File: config.mk
export PLATFORM = sky130hd
export DESIGN_NAME = alu_ctrl_seq
export DESIGN_NICKNAME = d
export VERILOG_FILES = /design/src/rtl/alu_ctrl_pkg.sv /design/src/rtl/reg_file_16x32.sv /design/src/rtl/alu_ctrl_seq.sv
export SDC_FILE = /design/constraint.sdc
export NUM_CORES = 1
export LEC_CHECK = 0
export CAP_MARGIN = 10
export CORE_AREA = 2 2 264 266
export CTS_CLUSTER_SIZE = 10
export DETAILED_ROUTE_END_ITERATION = 8
export DIE_AREA = 0 0 266 268
export DONT_BUFFER_PORTS = 1
export GPL_ROUTABILITY_DRIVEN = 0
export PLACE_DENSITY = 0.7
export SYNTH_ARGS = -nofsm -noshare
export SYNTH_HDL_FRONTEND = slang
export SYNTH_SLANG_ARGS = --single-unit
File: constraint.sdc
create_clock -name i_clk -period 4.5 [get_ports i_clk]
set_clock_uncertainty 0.1 [all_clocks]
set_input_delay 0.45 -clock i_clk [delete_from_list [all_inputs] [get_ports i_clk]]
set_output_delay 0.45 -clock i_clk [all_outputs]
set_load 0.005 [all_outputs]
File: src/rtl/alu_ctrl_pkg.sv
// Shared opcode/condition definitions for the ALU sequencer and the ALU itself.
// Keeps the condition table single-sourced between the two blocks.
package alu_ctrl_pkg;

  typedef enum logic [3:0] {
    OP_ADD  = 4'h0, OP_SUB  = 4'h1, OP_AND  = 4'h2, OP_ORR  = 4'h3,
    OP_EOR  = 4'h4, OP_MOV  = 4'h5, OP_MOVN = 4'h6, OP_ADDI = 4'h7,
    OP_CMP  = 4'h8, OP_LDR  = 4'h9, OP_STR  = 4'hA, OP_ILL0 = 4'hB,
    OP_ILL1 = 4'hC, OP_ILL2 = 4'hD, OP_ILL3 = 4'hE, OP_NOP  = 4'hF
  } opcode_t;

  typedef enum logic [3:0] {
    CC_AL = 4'h0, CC_EQ = 4'h1, CC_NE = 4'h2, CC_MI = 4'h3, CC_PL = 4'h4,
    CC_VS = 4'h5, CC_VC = 4'h6, CC_LO = 4'h7, CC_HS = 4'h8
  } cond_t;

  typedef enum logic [2:0] {
    ST_IDLE, ST_FETCH, ST_DECODE, ST_EXEC, ST_MEM
  } state_t;

  // flags = {N,Z,C,V}; codes outside 0001..1000 mean "always"
  function automatic logic cond_check(input logic [3:0] cond, input logic [3:0] flags);
    logic n, z, c, v;
    {n, z, c, v} = flags;
    case (cond)
      CC_EQ:   return z;
      CC_NE:   return !z;
      CC_MI:   return n;
      CC_PL:   return !n;
      CC_VS:   return v;
      CC_VC:   return !v;
      CC_LO:   return !c;
      CC_HS:   return c;
      default: return 1'b1;
    endcase
  endfunction

endpackage

File: src/rtl/reg_file_16x32.sv
// 16x32 register file: three asynchronous read ports, one synchronous write port.
module reg_file_16x32 (
  input  logic        i_clk,
  input  logic        i_reset,
  input  logic        i_we,
  input  logic [3:0]  i_waddr,
  input  logic [31:0] i_wdata,
  input  logic [3:0]  i_ra_a,
  input  logic [3:0]  i_ra_b,
  input  logic [3:0]  i_ra_c,
  output logic [31:0] o_rd_a,
  output logic [31:0] o_rd_b,
  output logic [31:0] o_rd_c
);

  logic [31:0] r_mem [16];

  always_ff @(posedge i_clk) begin
    if (i_reset) begin
      for (int i = 0; i < 16; i++) r_mem[i] <= '0;
    end else if (i_we) begin
      r_mem[i_waddr] <= i_wdata;
    end
  end

  assign o_rd_a = r_mem[i_ra_a];
  assign o_rd_b = r_mem[i_ra_b];
  assign o_rd_c = r_mem[i_ra_c];

endmodule

File: src/rtl/alu_ctrl_seq.sv
// Fetch/decode/execute sequencer driving an external ALU, with NZCV flags and LDR/STR access.
// state | meaning: IDLE post-reset | FETCH imem req until ack | DECODE latch operands | EXEC writeback/flags | MEM dmem req until ack
module alu_ctrl_seq
  import alu_ctrl_pkg::*;
#(
  parameter logic [31:0] RESET_PC = 32'h0000_0000,
  parameter logic [31:0] PC_STEP  = 32'd4
) (
  input  logic        i_clk,
  input  logic        i_reset,
  output logic        o_imem_req,
  output logic [31:0] o_imem_addr,
  input  logic        i_imem_ack,
  input  logic [31:0] i_imem_rdata,
  output logic        o_dmem_req,
  output logic        o_dmem_we,
  output logic [31:0] o_dmem_addr,
  output logic [31:0] o_dmem_wdata,
  input  logic        i_dmem_ack,
  input  logic [31:0] i_dmem_rdata,
  output logic [31:0] o_alu_in1,
  output logic [31:0] o_alu_in2,
  output logic [3:0]  o_alu_cond,
  output logic [3:0]  o_alu_opcode,
  output logic        o_alu_sbit,
  output logic [2:0]  o_alu_srcontrol,
  output logic [15:0] o_alu_imvalue,
  output logic [3:0]  o_alu_inflags,
  input  logic [3:0]  i_alu_outflags,
  input  logic [31:0] i_alu_result,
  output logic [31:0] o_pc,
  output logic        o_illegal_op
);

  state_t      r_state, w_next_state;
  logic [31:0] r_pc, r_ir, r_op_a, r_op_b, r_op_d;
  logic [3:0]  r_flags;
  logic [31:0] w_rf_a, w_rf_b, w_rf_d, w_rf_wdata;
  logic [3:0]  w_op;
  logic        w_cond_met, w_rf_we, w_flag_we, w_pc_adv, w_is_mem;

  assign w_op       = r_ir[27:24];
  assign w_cond_met = cond_check(r_ir[31:28], r_flags);
  assign w_is_mem   = (w_op == OP_LDR) || (w_op == OP_STR);

  reg_file_16x32 u_rf (
    .i_clk   (i_clk),
    .i_reset (i_reset),
    .i_we    (w_rf_we),
    .i_waddr (r_ir[19:16]),
    .i_wdata (w_rf_wdata),
    .i_ra_a  (r_ir[15:12]),
    .i_ra_b  (r_ir[11:8]),
    .i_ra_c  (r_ir[19:16]),
    .o_rd_a  (w_rf_a),
    .o_rd_b  (w_rf_b),
    .o_rd_c  (w_rf_d)
  );

  always_comb begin
    w_next_state = r_state;
    w_pc_adv     = 1'b0;
    w_rf_we      = 1'b0;
    w_rf_wdata   = i_alu_result;
    w_flag_we    = 1'b0;
    o_imem_req   = 1'b0;
    o_dmem_req   = 1'b0;
    o_dmem_we    = 1'b0;
    o_illegal_op = 1'b0;
    case (r_state)
      ST_IDLE:   w_next_state = ST_FETCH;
      ST_FETCH: begin
        o_imem_req = 1'b1;
        if (i_imem_ack) w_next_state = ST_DECODE;
      end
      ST_DECODE: w_next_state = ST_EXEC;
      ST_EXEC: begin
        w_next_state = ST_FETCH;
        w_pc_adv     = 1'b1;
        if (w_cond_met) begin
          w_rf_we      = (w_op <= OP_ADDI);
          w_flag_we    = (w_op <= OP_CMP) && (r_ir[23] || (w_op == OP_CMP));
          o_illegal_op = (w_op >= OP_ILL0) && (w_op <= OP_ILL3);
          if (w_is_mem) begin
            w_next_state = ST_MEM;
            w_pc_adv     = 1'b0;
          end
        end
      end
      ST_MEM: begin
        o_dmem_req = 1'b1;
        o_dmem_we  = (w_op == OP_STR);
        if (i_dmem_ack) begin
          w_next_state = ST_FETCH;
          w_pc_adv     = 1'b1;
          w_rf_we      = (w_op == OP_LDR);
          w_rf_wdata   = i_dmem_rdata;
        end
      end
      default:   w_next_state = ST_IDLE;
    endcase
  end

  always_ff @(posedge i_clk) begin
    if (i_reset) begin
      r_state <= ST_IDLE;
      r_pc    <= RESET_PC;
      r_ir    <= '0;
      r_flags <= '0;
      r_op_a  <= '0;
      r_op_b  <= '0;
      r_op_d  <= '0;
    end else begin
      r_state <= w_next_state;
      if (r_state == ST_FETCH && i_imem_ack) r_ir <= i_imem_rdata;
      // operands captured here so a same-register writeback in EXEC cannot leak in
      if (r_state == ST_DECODE) begin
        r_op_a <= w_rf_a;
        r_op_b <= w_rf_b;
        r_op_d <= w_rf_d;
      end
      if (w_pc_adv)  r_pc    <= r_pc + PC_STEP;
      if (w_flag_we) r_flags <= i_alu_outflags;
    end
  end

  assign o_imem_addr     = r_pc;
  assign o_pc            = r_pc;
  assign o_dmem_addr     = r_op_a + {24'h0, r_ir[7:0]};
  assign o_dmem_wdata    = r_op_d;
  assign o_alu_in1       = r_op_a;
  assign o_alu_in2       = r_op_b;
  assign o_alu_cond      = r_ir[31:28];
  assign o_alu_opcode    = r_ir[27:24];
  assign o_alu_sbit      = r_ir[23];
  assign o_alu_srcontrol = r_ir[22:20];
  assign o_alu_imvalue   = r_ir[15:0];
  assign o_alu_inflags   = r_flags;

endmodule
-- After elaboration in Yosys (flattened, before gate mapping)
Memories as Yosys holds them, arrays and structs flattened. A register that Yosys moved wholly into a read port is not among the register bits.
Index checks and enable logic that the tools add are counted.
W data, S select, Z words.
- RAM bits: 512
- input port bits: 104
- word-level logic and storage cells: 70
- flip-flop bits (word level): 71
- output and inout port bits: 228
- memories: 1
- memory list (name ; words ; width ; rd ports ; clocked after Yosys merged registers in ; wr ports ; RTL line ; source):
    u_rf.r_mem ; 16 ; 32 ; 3 ; 3 ; 16 ; reg_file_16x32.sv:16 ; logic [31:0] r_mem [16];
- reduce and logical (&&, ||, !) cells: 12
- $lt $le $gt $ge: 4
- equality and inequality tests: 17
- multiplexer cells: 30
- $add $sub $neg: 2
- operators by type and width (cell ; count):
    $mux W32 ; 3
    $add A32 B3 Y32 const B ; 1
    $add A32 B8 Y32 ; 1
    $reduce_or A32 Y1 ; 1
    $mux W1 ; 18
    $eq A4 B3 Y1 const B ; 4
    $eq A4 B4 Y1 const B ; 4
    $pmux W3 S5 ; 1
    $mux W3 ; 4
    $eq A4 B2 Y1 const B ; 2
    $le A4 B4 Y1 const B ; 2
    $pmux W1 S8 ; 1
    $eq A3 B2 Y1 const B ; 2
    $eq A4 B1 Y1 const B ; 1
    $ge A4 B4 Y1 const B ; 1
    $le A4 B3 Y1 const B ; 1
    $logic_not A1 Y1 ; 4
    $mux W4 ; 1
    $ne A2 B2 Y1 const B ; 2
    $pmux W1 S2 ; 2
    $eq A3 B1 Y1 const B ; 1
    $eq A3 B3 Y1 const B ; 1
    $logic_and A1 B1 Y1 ; 3
    $logic_not A3 Y1 ; 1
    2 further kinds ; 3

-- Longest topological paths before layout
- depth after elaboration: 9
- depth in mapped cells: 9

-- Modules after synthesis
Synthesis repeated with hierarchy kept, for this count alone.
- cell total of the unflattened synthesis: 2953
- area, all modules: 38306.7 µm²
- modules (own cells, without submodules) (module ; seq. area each (µm²) ; cells an instance ; area an instance (µm²) ; instances):
    reg_file_16x32 ; 15374.7 ; 1958 ; 30275.3 ; 1
    alu_ctrl_seq ; 3303.2 ; 995 ; 8031.5 ; 1

-- Least setup slack after synthesis
No wires, ideal clock.
- kind: reg2reg
- from: reg r_ir[30]
- to: mem u_rf.r_mem[9][0], enable pin
- path slack: 510 ps
- period minus slack after synthesis: 3990 ps
- arrival: 3462 ps
- data required time: 3972 ps
- cell stages (with the launch flop): 8
- cells stage by stage: dfxtp_1 mux2i_1 mux2i_2 a21oi_1 o31ai_4 nand3b_1 buf_2 o21bai_1
- RTL lines (item ; RTL line ; source):
    start, declared ; alu_ctrl_seq.sv:36 ; logic [31:0] r_pc, r_ir, r_op_a, r_op_b, r_op_d;
    start signal, assigned ; alu_ctrl_seq.sv:115 ; if (r_state == ST_FETCH && i_imem_ack) r_ir <= i_imem_rdata;
    end, declared ; reg_file_16x32.sv:16 ;

-- Worst setup path after layout
- from: reg r_op_a[0] (netlist: o_alu_in1[0]), read port of u_rf.r_mem
- to: out o_dmem_addr[26]
- word-level cells in the longest chain between the ends: 1
- ends and longest elaborated chain (item ; RTL line ; source):
    start, declared ; alu_ctrl_seq.sv:36 ;
    $add A32 B8 Y32 ; alu_ctrl_seq.sv:129 ; assign o_dmem_addr = r_op_a + {24'h0, r_ir[7:0]};
    end, declared ; alu_ctrl_seq.sv:17 ; output logic [31:0] o_dmem_addr,
No other way between the ends.

==> impl_metrics.tcl <==
set metrics [dict create \
    placedCellCount 3503 \
    syn_to_final_growth_pct 9.319 \
    hp-start "i_dmem_ack" \
    ys_seq_area_frac 0.4986 \
    critPathLaunch "o_alu_in1[0]$_SDFFE_PP0P_" \
    first_global_vias 25800 \
    required_ns 3.95 \
    synth-edff-count 512 \
    core_area_mm2 0.06823 \
    finalMaxSlewViolations 0 \
    clk_pin_slew_ns 0.06 \
    cts.sinks 677 \
    leakage_uw 0.01295 \
    arrival_ns 3.39 \
    ir_worst_vdd_mv 0.2825 \
    via_per_inst 6.929 \
    drt_first_pass_iters 6 \
    dieArea_mm2 0.07129 \
    postCtsSetupBuffers 0 \
    dieWidth_um 266 \
    nNetsFinal 2854 \
    cts_root_buf "clkbuf_16" \
    cp_max_fo 7 \
    ys_types 61 \
    p_clk_frac 0.410 \
    final_util 0.6002 \
    setup_slack_ns 0.5592 \
    p_per_area_mw_per_mm2 358.8 \
    dp_slack_ns 0.7039 \
    drt_wl_total_mm 113.4 \
    finalPower_uw 14690 \
    finalCritPeriodShare 0.8757 \
    htreeDepth 3 \
    finalCriticalPeriod_ns 3.941 \
    drc_errors 0 \
    start_util 0.5491 \
    path_class "flip-flop to output port" \
    grt_pass1_wl_mm 166.3 \
    num_vias 25570 \
    setup_tns_ns 0 \
    max-cap-violations 0 \
    yosys_warnings 0 \
    r2r-start "r_ir[30]$_SDFFE_PP0P_" \
    clock_latency_ns 0.65 \
    dpl.hpwl_mm 67.95 \
    ys_ff_latch 677 \
    synth_area_mm2 0.03746 \
    fin_cells 3690 \
    syn_inst 2836 \
    cp-start-kind "flip-flop" \
    grt_remaining_overflow 0 \
    hold_buffers 37 \
    ant_nets 0 \
    tightest_slew_ns 1.167 \
    antenna_found_initial 3 \
    intPower_uw 11040 \
    combPwrFrac 0.103 \
    grt_max_degree 97 \
    port_buffers 0 \
    fmax_ghz 0.2538 \
    status "finished, final reports clean" \
    wire_per_inst_um 30.74 \
    rsz0062_at_grt "false" \
    p_sw_uw 3657 \
    rows 96 \
    drt-initial-drc-count 3697 \
    cts_resized 0 \
    tritoncts "built" \
    avgSynthCellArea_um2 13.21 \
    cts_buffers 80 \
    die-height_um 268 \
    grtUsageTotal 0.3214 \
    clock_path_buffers 3 \
    hold_violations 0 \
    synth_ff_type "edfxtp_1" \
    drive_above_1_share 0.2586 \
    min_path_type "input port to flip-flop" \
    pwr-share-seq 0.487 \
    switching_share 0.2489 \
    io_pins 332 \
    synth-async-reset-ratio 0 \
    cp-end-kind "output port" \
    setup_viol 0 \
    max-slew-margin-rel 0.2218 \
]
[registers in the layout (all words and copies together) (netlist names)]
name           flops
o_alu_in1         32
o_alu_in2         32
o_alu_inflags      4
o_dmem_wdata      32
o_imem_addr       30
r_ir              32
r_state            3
u_rf.r_mem       512
[cell type report]
| cell class | instances | area (um^2) |
|---|---|---|
| tap | 882 | 1104 |
| timing repair buffer | 107 | 1189 |
| clock inverter | 11 | 108.9 |
| fill | 5136 | 27270 |
| sequential | 677 | 18710 |
| antenna | 1 | 2.502 |
| inverter | 108 | 405.4 |
| clock buffer | 138 | 2261 |
| multi-input combinational | 1766 | 17170 |
[path summary, 6_finish.rpt]
path,slack [ns],cells after the start,end
min reg2reg,0.38,2,o_alu_in2[17]$_SDFFE_PP0P_
max reg2reg,0.68,7,u_rf.r_mem[1][20]$_SDFFCE_PN0P_
min,0.03,3,r_state[2]$_SDFFE_PP0P_
max,0.56,8,o_dmem_addr[26]
[worst max-delay path: stages (launching register included)]
cell     delay (ns)
dfxtp_1        0.38
ha_1           0.28
fa_1           0.42
a21o_1         0.18
a21oi_1        0.25
nor2b_1        0.16
o22ai_1        0.68
nor4_1         0.19
xor2_1         0.23
[metal layers]
| layer | vias to the layer above | GRT usage | routed length [um] | share of wire |
|---|---|---|---|---|
| met5 | - | 0 | 0 | 0 |
| met4 | 0 | 0.1370 | 4515 | 0.040 |
| met3 | 287 | 0.07432 | 14520 | 0.13 |
| met2 | 1896 | 0.5206 | 55150 | 0.49 |
| met1 | 12900 | 0.4222 | 39260 | 0.35 |
| li1 | 10480 | - | - | - |
[synthesized netlist by cell type, drive strengths merged, types with 3 or more instances]
master / number / area share
xnor2: 14 / 0.0033
nor3b: 4 / 0.00080
dfxtp: 165 / 0.088
mux2i: 7 / 0.0020
xor2: 31 / 0.0072
and3: 7 / 0.0012
o21ai: 117 / 0.016
buf: 157 / 0.024
a21o: 11 / 0.0022
clkbuf: 131 / 0.013
o2111ai: 7 / 0.0016
or3: 10 / 0.0017
o211ai: 6 / 0.0012
nand3b: 4 / 0.00080
nand4: 10 / 0.0017
ha: 9 / 0.0030
mux2: 33 / 0.0099
nand3: 13 / 0.0017
and3b: 3 / 0.00070
o31ai: 4 / 0.0012
o21a: 3 / 0.00060
edfxtp: 512 / 0.41
mux4: 480 / 0.29
nor3: 11 / 0.0015
nor4b: 3 / 0.00070
nand2: 313 / 0.031
nor2b: 4 / 0.00067
and4: 5 / 0.0012
nor4: 3 / 0.00050
or4: 5 / 0.0010
and2: 4 / 0.00067
nor2: 554 / 0.056
a211oi: 4 / 0.0013
nand2b: 6 / 0.0010
a21oi: 50 / 0.0067
o21bai: 8 / 0.0016
inv: 108 / 0.011
[cells by family (layout without fill, tap and decap cells)]
family,after synthesis,count (layout),synth area share
AO/OA/AOI/OAI,222,222,0.03460
XOR/XNOR,45,45,0.01052
adder cells (fa/ha/maj),10,10,0.003540
buffers and inverters,396,364,0.04820
flip-flops,677,677,0.4986
multiplexers,520,520,0.3005
other,1,5,0.0001001
AND/OR/NAND/NOR,965,965,0.1040
[placed cells by master, fill, tap and decap left out, types with 4 or more instances in the layout]
cell | synthesis | routed
a21o_2 | 0 | 8
a21oi_1 | 50 | 50
and2_1 | 4 | 4
and3_1 | 7 | 7
and4_1 | 5 | 5
buf_12 | 0 | 22
buf_4 | 61 | 48
clkbuf_1 | 131 | 55
clkbuf_16 | 0 | 81
conb_1 | 1 | 4
dfxtp_1 | 165 | 153
dfxtp_2 | 0 | 4
dfxtp_4 | 0 | 8
dlygate4sd3_1 | 0 | 36
edfxtp_1 | 512 | 512
ha_1 | 9 | 9
inv_1 | 108 | 108
mux2_2 | 33 | 33
mux2i_1 | 6 | 6
mux4_2 | 480 | 480
nand2_1 | 313 | 312
nand2b_1 | 6 | 6
nand3_1 | 13 | 11
nand3b_1 | 4 | 4
nand4_1 | 10 | 10
nor2_1 | 553 | 553
nor2b_1 | 4 | 4
nor3_1 | 11 | 10
o2111ai_1 | 7 | 7
o211ai_1 | 6 | 6
o21ai_0 | 114 | 114
o21bai_4 | 0 | 8
or3_1 | 10 | 10
or4_1 | 5 | 5
xnor2_1 | 14 | 14
xor2_1 | 31 | 31
[power by group through the flow]
stage	sequential (uW)	combinational (uW)	clock [uW]
after floorplan	7140	1070	0
after global routing	7180	1580	6300
after global placement	7240	1440	0
after detailed placement	7270	1460	0
final	7150	1520	6020
after CTS	7150	1500	6050
[per-stage QoR]
step | instance area [um^2] | hold WS (ns)
CTS | 40950 | 0.0004090
finish | 40950 | 0.03168
floorplan | 37470 | 0.3367
detailed placement | 38190 | 0.3713
global route | 40950 | 0.08864
global placement | 38190 | 0.3593
No activity file was read; power rests on OpenSTA's default activity.
